File: src/rtl/keypad_pkg.sv
// keypad_pkg: shared matrix geometry, key indexing and popcount for the keypad scanner
package keypad_pkg;
  localparam int NUM_ROWS = 4;
  localparam int NUM_COLS = 4;
  localparam int NUM_KEYS = NUM_ROWS * NUM_COLS;
  // Key index is row*4 + col, which is simply the row and column numbers concatenated
  function automatic logic [3:0] key_index(input logic [1:0] row, input logic [1:0] col);
    return {row, col};
  endfunction
  function automatic logic [4:0] popcount16(input logic [15:0] v);
    logic [4:0] n;
    n = '0;
    for (int i = 0; i < 16; i++) n = n + {4'b0, v[i]};
    return n;
  endfunction
endpackage

File: src/rtl/keypad_scanner_if.sv
// keypad_scanner_if: keypad matrix lines plus the debounced key outputs
interface keypad_scanner_if;
  import keypad_pkg::*;
  logic [NUM_COLS-1:0] cols;
  logic [NUM_ROWS-1:0] rows;
  logic [NUM_KEYS-1:0] pad;
  logic multi_press;
  logic new_press;
  modport master (input cols, output rows, pad, multi_press, new_press);
  modport slave (output cols, input rows, pad, multi_press, new_press);
endinterface

File: src/rtl/keypad_debounce.sv
// keypad_debounce: frame-level debounce that commits a one-hot pad after enough identical frames
module keypad_debounce
  import keypad_pkg::*;
#(
  parameter int DEBOUNCE_FRAMES = 4
) (
  input  logic                CLOCK_50,
  input  logic                reset,
  input  logic                frame_done,
  input  logic [NUM_KEYS-1:0] snapshot,
  output logic [NUM_KEYS-1:0] pad,
  output logic                multi_press,
  output logic                new_press
);
  localparam int CNT_W = $clog2(DEBOUNCE_FRAMES + 1);
  localparam logic [CNT_W-1:0] FULL = CNT_W'(DEBOUNCE_FRAMES);
  logic [NUM_KEYS-1:0] last_snapshot, next_pad;
  logic [CNT_W-1:0] stable_cnt, next_cnt;
  logic [4:0] ones;
  logic commit;
  // Run length of identical frames saturates at FULL, so commits repeat on every stable frame
  always_comb begin
    ones = popcount16(snapshot);
    next_cnt = snapshot != last_snapshot ? CNT_W'(1) : stable_cnt == FULL ? FULL : stable_cnt + 1'b1;
    commit = frame_done && next_cnt == FULL;
    next_pad = ones == 5'd1 ? snapshot : '0;
  end
  // Track the previous frame and publish committed key state; pulse only on a new nonzero key
  always_ff @(posedge CLOCK_50) begin
    if (reset) begin
      last_snapshot <= '0;
      stable_cnt <= '0;
      pad <= '0;
      multi_press <= 1'b0;
      new_press <= 1'b0;
    end else begin
      new_press <= commit && next_pad != pad && next_pad != '0;
      if (frame_done) begin
        last_snapshot <= snapshot;
        stable_cnt <= next_cnt;
      end
      if (commit) begin
        pad <= next_pad;
        multi_press <= ones >= 5'd2;
      end
    end
  end
endmodule

File: src/rtl/keypad_scanner.sv
// keypad_scanner: row-scans a 4x4 active-low keypad and reports a debounced one-hot key
module keypad_scanner
  import keypad_pkg::*;
#(
  parameter int SCAN_DIV        = 50000,
  parameter int DEBOUNCE_FRAMES = 4
) (
  input  logic         CLOCK_50,
  input  logic         reset,
  keypad_scanner_if.master kp
);
  localparam int DIV_W = $clog2(SCAN_DIV);
  localparam logic [DIV_W-1:0] DIV_LAST = DIV_W'(SCAN_DIV - 1);
  logic [NUM_COLS-1:0] sync_a, cols_s;
  logic [DIV_W-1:0] div_cnt;
  logic [1:0] row_idx;
  logic [11:0] raw;
  logic [NUM_KEYS-1:0] snapshot;
  logic sample, frame_done;
  // Rows 0..2 are shifted into raw in scan order; row 3 is merged straight from the synchroniser
  always_comb begin
    sample = div_cnt == DIV_LAST;
    frame_done = sample && row_idx == 2'd3;
    snapshot = {~cols_s, raw};
  end
  // Synchronise column returns, run the dwell counter and advance the row drive on each sample
  always_ff @(posedge CLOCK_50) begin
    if (reset) begin
      sync_a <= '1;
      cols_s <= '1;
      div_cnt <= '0;
      row_idx <= '0;
      raw <= '0;
      kp.rows <= 4'b1110;
    end else begin
      sync_a <= kp.cols;
      cols_s <= sync_a;
      div_cnt <= sample ? '0 : div_cnt + 1'b1;
      if (sample) begin
        raw <= {~cols_s, raw[11:4]};
        row_idx <= row_idx + 2'd1;
        kp.rows <= ~(4'b0001 << (row_idx + 2'd1));
      end
    end
  end
  keypad_debounce #(.DEBOUNCE_FRAMES(DEBOUNCE_FRAMES)) u_debounce (
    .CLOCK_50(CLOCK_50),
    .reset(reset),
    .frame_done(frame_done),
    .snapshot(snapshot),
    .pad(kp.pad),
    .multi_press(kp.multi_press),
    .new_press(kp.new_press)
  );
endmodule

File: src/flat_wrapper.sv
// flat-port wrapper written by rule: the top's interface ports become plain ports
module keypad_scanner_flat import keypad_pkg::*;
#(
  parameter int SCAN_DIV        = 50000,
  parameter int DEBOUNCE_FRAMES = 4
)
  (CLOCK_50, reset, kp_cols, kp_rows, kp_pad, kp_multi_press, kp_new_press);
  keypad_scanner_if kp_i ();
  input  logic CLOCK_50;
  input  logic reset;
  input wire logic [$bits(kp_i.cols)-1:0] kp_cols;
  output wire logic [$bits(kp_i.rows)-1:0] kp_rows;
  output wire logic [$bits(kp_i.pad)-1:0] kp_pad;
  output wire logic [$bits(kp_i.multi_press)-1:0] kp_multi_press;
  output wire logic [$bits(kp_i.new_press)-1:0] kp_new_press;
  assign kp_i.cols = kp_cols;
  assign kp_rows = kp_i.rows;
  assign kp_pad = kp_i.pad;
  assign kp_multi_press = kp_i.multi_press;
  assign kp_new_press = kp_i.new_press;
  keypad_scanner #(.SCAN_DIV(SCAN_DIV), .DEBOUNCE_FRAMES(DEBOUNCE_FRAMES)) u_core (.CLOCK_50(CLOCK_50), .reset(reset), .kp(kp_i));
endmodule
File: config.mk
export PLATFORM = sky130hd
export DESIGN_NAME = keypad_scanner_flat
export DESIGN_NICKNAME = d
export VERILOG_FILES = /design/src/rtl/keypad_pkg.sv /design/src/rtl/keypad_scanner_if.sv /design/src/rtl/keypad_debounce.sv /design/src/rtl/keypad_scanner.sv /design/src/flat_wrapper.sv
export SDC_FILE = /design/constraint.sdc
export NUM_CORES = 1
export LEC_CHECK = 0
export ABC_AREA = 1
export BUFFER_PORTS_ARGS = -buffer_cell sky130_fd_sc_hd__buf_2
export CORE_ASPECT_RATIO = 1.5
export CORE_MARGIN = 1
export CORE_UTILIZATION = 35
export DETAILED_ROUTE_END_ITERATION = 12
export GPL_ROUTABILITY_DRIVEN = 0
export HOLD_SLACK_MARGIN = 0.03
export PLACE_DENSITY = 0.48
export SLEW_MARGIN = 20
export SYNTH_ARGS = -nofsm -noshare
export SYNTH_HDL_FRONTEND = slang
export SYNTH_SLANG_ARGS = --single-unit
File: constraint.sdc
create_clock -name CLOCK_50 -period 5.6 [get_ports CLOCK_50]
set_input_delay 1.12 -clock CLOCK_50 [delete_from_list [all_inputs] [get_ports CLOCK_50]]
set_output_delay 1.12 -clock CLOCK_50 [all_outputs]
set_load 0.01 [all_outputs]
After elaboration in Yosys (flattened, before gate mapping)
Cells that the tools add are included.

cells by class
  add/sub/neg operators = 18
  order comparisons = 1
  equality and inequality tests = 7
  shift operators = 1
  muxes and demuxes = 3
  bitwise logic cells = 2
  reduce and logical (&&, ||, !) cells = 6

operators by type and width
  kind                     number
  $add A5 B1 Y5            11
  $ne A16 B16 Y1           2
  $add A16 B1 Y16 const B  1
  $eq A16 B16 Y1 const B   1
  $mux W16                 1
  $reduce_bool A16 Y1      1
  $not A4 Y4               2
  $eq A3 B3 Y1 const B     2
  $mux W3                  2
  $add A4 B1 Y5            1
  $eq A5 B1 Y1 const B     1
  $ge A5 B2 Y1 const B     1
  $add A3 B1 Y4            1
  $logic_and A1 B1 Y1      4
  $shl A1 B2 Y4 const A    1
  $add A2 B1 Y3            1
  $add A3 B1 Y3 const B    1
  $add A1 B1 Y2            1
  $add A2 B1 Y2 const B    1
  $eq A2 B2 Y1 const B     1
  $reduce_or A2 Y1         1

storage, ports and cells
  bits in registers = 79
  input bits = 6
  word-level logic and storage cells = 49

Depth between registers and ports, before layout
  depth after elaboration = 20
  depth in mapped cells = 22
  mapped depth without buffers = 22

Modules after synthesis
A second synthesis with hierarchy kept.

second synthesis, totals
  cells, all modules = 631
  area, all modules = 4473.0 um2

modules (own cells, without submodules)
  module           times used  cells an instance  area each (um2)  seq. area each (um2)
  keypad_debounce  1           400                2637.5           740.7
  keypad_scanner   1           231                1835.5           840.8

Least setup slack after synthesis
OpenSTA, ideal clock, no wires.

  path kind = reg-to-reg
  from = register u_core.raw[1]
  to = register u_core.u_debounce.new_press
  library setup time = 111 ps
  data arrival time = 4151 ps
  data required time = 5489 ps
  slack = 1337 ps
  stages on the path, launching flop included = 22
  buffers on the path = 1
  clock period less this slack = 4263 ps
  cells stage by stage = dfxtp_1 > inv_1 > fa_1 > inv_1 > fa_1 > fa_1 > inv_1 > fa_1 > inv_1 > ha_1 > fa_1 > nand3_1 > nand2_1 > nor3b_2 > buf_2 > nand3_1 > nand2_1 > nand3_1 > nor2_1 > nand2_1 > nor2_1 > nor2_1

on the way
  word-level cells in the longest chain between the ends = 20
  elaborated cells on any way between the ends = 25
  classes of those cells = 15 x add/sub; 4 x eq/ne; 2 x mux; 4 x reduce/logical

ends and longest elaborated chain
  what                          line                   text
  start: declaration            keypad_scanner.sv:17   logic [11:0] raw;
  start signal: assignment      keypad_scanner.sv:40   raw <= {~cols_s, raw[11:4]};
  $add A1 B1 Y2                 keypad_pkg.sv:13       for (int i = 0; i < 16; i++) n = n + {4'b0, v[i]};
  $add A2 B1 Y3                 keypad_pkg.sv:13
  $add A3 B1 Y4                 keypad_pkg.sv:13
  $add A4 B1 Y5                 keypad_pkg.sv:13
  $add A5 B1 Y5 (11 in series)  keypad_pkg.sv:13
  $eq A5 B1 Y1                  keypad_debounce.sv:26  next_pad = ones == 5'd1 ? snapshot : '0;
  $mux W16                      keypad_debounce.sv:26
  $ne A16 B16 Y1                keypad_debounce.sv:37  new_press <= commit && next_pad != pad && next_pad != '0;
  $logic_and A1 B1 Y1           keypad_debounce.sv:37
  $logic_and A1 B1 Y1 (*)       keypad_debounce.sv:37
  end signal: assignment        keypad_debounce.sv:35  new_press <= 1'b0;
  end signal: assignment        keypad_debounce.sv:37
  end: declaration              keypad_debounce.sv:13  output logic new_press

Mark *: on every way between the ends. The rest lies on a longest branch, timed or not.
A chain may end at the register's enable or synchronous reset.

Worst setup path in the final report
  from = register u_core.raw[5]
  to = register u_core.u_debounce.new_press

on the way
  word-level cells in the longest chain between the ends = 16
  elaborated cells on any way between the ends = 21
  classes of those cells = 11 x add/sub; 4 x eq/ne; 2 x mux; 4 x reduce/logical

ends and longest elaborated chain
  what                          line
  $add A5 B1 Y5 (11 in series)  keypad_pkg.sv:13
  $eq A5 B1 Y1                  keypad_debounce.sv:26
  $mux W16                      keypad_debounce.sv:26
  $ne A16 B16 Y1                keypad_debounce.sv:37
  $logic_and A1 B1 Y1           keypad_debounce.sv:37
  $logic_and A1 B1 Y1 (*)       keypad_debounce.sv:37

Marked as above.

==> parameters.txt <==
Parameter                              Value

Run status
  Result of the run ... finished clean

Route
  Average detailed-routed wire length per instance ... 14.15 µm
  Count of TritonRoute iterations in the first routing pass ... 4
  Number of vias after detailed routing ... 3455
  Detailed-route vias per instance ... 4.908
  Wire length after detailed routing ... 9.960 mm
  Number of violations reported at the end of detailed-routing iteration 0 ... 185
  ANT nets after route ... 0
  Count of unresolved DRC violations after routing ... 0

GRT
  Maximum number of pins on one net before global-route repair ... 36
  Remaining global-route overflow ... 0
  Combined global-route utilization of all metal layers ... 17.50%
  Via count of the first global-routing pass ... 3328
  First-pass GRT wire length ... 16.26 mm
  Number of antenna violations at the first check in global routing ... 0

CTS
  CTS root buf ... sky130_fd_sc_hd__clkbuf_16
  CTS Sinks ... 79
  TritonCTS clock tree ... built
  Clock buffers created by TritonCTS ... 9
  H-tree depth ... 3
  Post-CTS Setup Repair Bufs ... 0
  Maximum buffer depth of the clock tree ... 2
  Insertion delay to the later sink of the worst-skew pair ... 0.34 ns
  Post-CTS sizing ... 0
  CTS hold repair buffers ... 0
  CTS clock-pin slew for the worst setup and hold paths ... 0.06 ns

Min path
  Worst min-delay path class ... flop to flop

STA
  Period utilisation layout ... 84.93%
  Final count of hold timing violations ... 0
  Final Setup Violations ... 0
  Slew at the pin closest to its max-slew limit ... 0.9782 ns
  Relative slew slack ... 34.39%
  Hold WS ... 0.4062 ns
  Final-report max-slew violation count ... 0
  Minimum clock period after layout ... 4.756 ns
  Unrepaired setup endpoints after global routing ... false
  Maximum frequency from static timing analysis ... 210.3 MHz
  Setup skew after layout ... 0.004792 ns
  Total negative slack ... 0 ns

Critical path
  Worst EP required ... 5.84 ns
  Crit path DAT ... 4.99 ns
  Category of the worst setup path capture point ... flop
  Highest net fanout along the worst path ... 12
  Kind of critical path ... flop to flop
  Kind of launch point of the worst setup path ... flop

Placement
  Final HPWL from detailed placement ... 7.510 mm
  IO Port Bufs ... 27
  Standard cell area after detailed placement ... 0.004290 mm²
  Placed cell count ... 688

Finish
  Area of combinational cells with multiple inputs ... 0.002063 mm²
  Post-route non-filler standard cell count ... 704
  Post-layout instance area ... 0.004583 mm²
  Combined flip-flop and latch cell area ... 0.001582 mm²
  Final core utilization ... 41.02%
  NumNets Final ... 580
  Diode count ... 0
  Fill cells ... 1177
  Share of final-layout standard cells stronger than drive strength 1 ... 13.11%
  Leading cell types in the layout, fill and taps excluded ... sky130_fd_sc_hd__nand2_1 (99), sky130_fd_sc_hd__dfxtp_1 (79), sky130_fd_sc_hd__inv_1 (72)
  Leading cell type in the layout, fill and taps excluded ... sky130_fd_sc_hd__nand2_1
  Synth-to-Final Area Change ... 13.13%

Power and ir drop
  Internal power ... 0.0009414 W
  Leakage power ... 1.986 nW
  Highest ir drop seen on vdd ... 0.1541 mV
  Sequential share of power ... 47.1%
  Switching power of the nets ... 0.0002662 W
  PD cells ... 263.5 mW/mm²
  Part of the total power dissipated in combinational logic ... 4.5%
  Clock power share ... 48.4%
  Net switching share of the total power ... 22.04%

Run
  Maximum capacitance violations ... 0

Floorplanning
  Die Outline Area ... 0.01202 mm²
  Initial core utilization ... 36.26%
  Chip Width ... 89.85 µm
  Die Y-Extent ... 133.8 µm
  Core region area ... 0.01117 mm²
  Total I/O pin count ... 28
  Cell Rows ... 47

Yosys
  Seq/Total Area, Yosys ... 39.04%
  Synthesized netlist cell count ... 531
  Yosys cell types ... 36
  Syn Nets ... 559
  Synth Cell Area ... 0.004051 mm²
  Synthesized flop and latch total ... 79
  Synthesized area per cell ... 7.630 µm²
  Number of warning messages in the yosys log ... 0
## cells by family (layout without fill, tap and decap cells)
logic type	after synthesis	after routing	share of synthesized area (%)
flops	79	79	39.04
compound gates	105	105	14.39
buf+inv	100	126	10.04
xor+xnor	15	15	3.243
simple gates	210	210	24.65
fa+ha+maj	22	22	8.647
## state kept, by name, summed over array words and instances (netlist names)
signal and flops:
u_core.row_idx 2, u_core.u_debounce.new_press 1, u_core.raw 12, u_core.u_debounce.last_snapshot 16, u_core.u_debounce.pad 16, u_core.sync_a 4
u_core.cols_s 4, u_core.u_debounce.stable_cnt 3, u_core.kp.rows 4, u_core.div_cnt 16, u_core.u_debounce.multi_press 1
## final timing paths
kind                                        from                           to  slack [ns]  cells after the start
worst min register to register  u_core.sync_a[3]             u_core.cols_s[3]        0.41                      1
worst max register to register     u_core.raw[5]  u_core.u_debounce.new_press        0.84                     21
worst max-delay path               u_core.raw[5]  u_core.u_debounce.new_press        0.84                     21
worst min-delay path            u_core.sync_a[3]             u_core.cols_s[3]        0.41                      1
## area by class of cell
class,instances,area share [%]
multi-input cells,352,45.02
repair buffers,31,3.604
well taps,147,4.013
clock inverters,3,0.9282
inverters,79,6.470
clock buffers,13,5.460
flip-flops and latches,79,34.51
## cells in the mapped netlist
cell type                   n  area [µm²]
sky130_fd_sc_hd__nor3b_2    1       12.51
sky130_fd_sc_hd__xor2_1     5       43.79
sky130_fd_sc_hd__clkbuf_1   8       30.03
sky130_fd_sc_hd__inv_1     73       274.0
sky130_fd_sc_hd__inv_2      6       22.52
sky130_fd_sc_hd__a221oi_1   5       43.79
sky130_fd_sc_hd__buf_1      1       3.750
sky130_fd_sc_hd__nor2_2     4       25.02
sky130_fd_sc_hd__o21ai_0   26       130.1
sky130_fd_sc_hd__or2_2      8       50.05
sky130_fd_sc_hd__a211oi_1   4       30.03
sky130_fd_sc_hd__nor2_4     2       22.52
sky130_fd_sc_hd__a21oi_1   57       285.3
sky130_fd_sc_hd__nand3_1   29       145.1
sky130_fd_sc_hd__nand4_2    1       12.51
sky130_fd_sc_hd__buf_4      4       30.03
sky130_fd_sc_hd__or2_4      1       8.760
sky130_fd_sc_hd__o21ai_1    2       10.01
sky130_fd_sc_hd__fa_1      10       200.2
sky130_fd_sc_hd__or2_1      1       6.260
sky130_fd_sc_hd__nor3_2     1       10.01
sky130_fd_sc_hd__buf_6      1       11.26
sky130_fd_sc_hd__nand3_2    2       20.02
sky130_fd_sc_hd__dfxtp_1   79        1582
sky130_fd_sc_hd__ha_1      12       150.1
sky130_fd_sc_hd__nand4_1   26       162.7
sky130_fd_sc_hd__a21oi_2    2       17.52
sky130_fd_sc_hd__nor3b_1    1       7.510
sky130_fd_sc_hd__o21a_1     8       60.06
sky130_fd_sc_hd__xnor2_1   10       87.58
sky130_fd_sc_hd__o22ai_1    1       6.260
sky130_fd_sc_hd__buf_2      7       35.03
sky130_fd_sc_hd__nor3_4     1       16.27
sky130_fd_sc_hd__nor3_1     3       15.01
sky130_fd_sc_hd__nand2_1   99       371.6
sky130_fd_sc_hd__nor2_1    30       112.6
## through the flow
step           power (W)  setup slack (ns)
2_1_floorplan  0.0006237             1.337
3_3_place_gp   0.0006354            0.8806
3_5_place_dp   0.0006365            0.8223
4_1_cts         0.001228            0.8016
5_1_grt         0.001252            0.5192
6_report        0.001208            0.8438
## worst max-delay path, cell delays in order (launching register included)
cell	delay, ns
sky130_fd_sc_hd__dfxtp_1	0.47
sky130_fd_sc_hd__inv_1	0.15
sky130_fd_sc_hd__fa_1	0.50
sky130_fd_sc_hd__inv_1	0.05
sky130_fd_sc_hd__fa_1	0.47
sky130_fd_sc_hd__fa_1	0.51
sky130_fd_sc_hd__inv_1	0.05
sky130_fd_sc_hd__fa_1	0.47
sky130_fd_sc_hd__inv_1	0.04
sky130_fd_sc_hd__ha_1	0.20
sky130_fd_sc_hd__fa_1	0.41
sky130_fd_sc_hd__xnor2_1	0.15
sky130_fd_sc_hd__nand2_1	0.10
sky130_fd_sc_hd__nor2_4	0.21
sky130_fd_sc_hd__buf_4	0.23
sky130_fd_sc_hd__nand3_1	0.17
sky130_fd_sc_hd__nand2_1	0.11
sky130_fd_sc_hd__nand4_1	0.07
sky130_fd_sc_hd__nor2_1	0.10
sky130_fd_sc_hd__nand2_1	0.07
sky130_fd_sc_hd__nor2_1	0.09
sky130_fd_sc_hd__nor2_1	0.04
## power by group through the flow
stage               Clock (W)  Combinational (W)  Sequential [W]
global route         0.000621          0.0000620        0.000569
finish               0.000584          0.0000545        0.000569
floorplan                   0          0.0000431        0.000581
CTS                  0.000604          0.0000556        0.000569
global placement            0          0.0000545        0.000581
detailed placement          0          0.0000554        0.000581
## layer usage
| metal | vias to the layer above | track usage (%) | part of all wire, % |
|---|---|---|---|
| li1 | 1781 | - | - |
| met1 | 1600 | 17.70 | 40 |
| met2 | 54 | 33.80 | 53 |
| met3 | 20 | 3.571 | 3.6 |
| met4 | 0 | 8.470 | 3.1 |
| met5 | - | 0 | 0 |
Power figures use the tool's default switching activity.
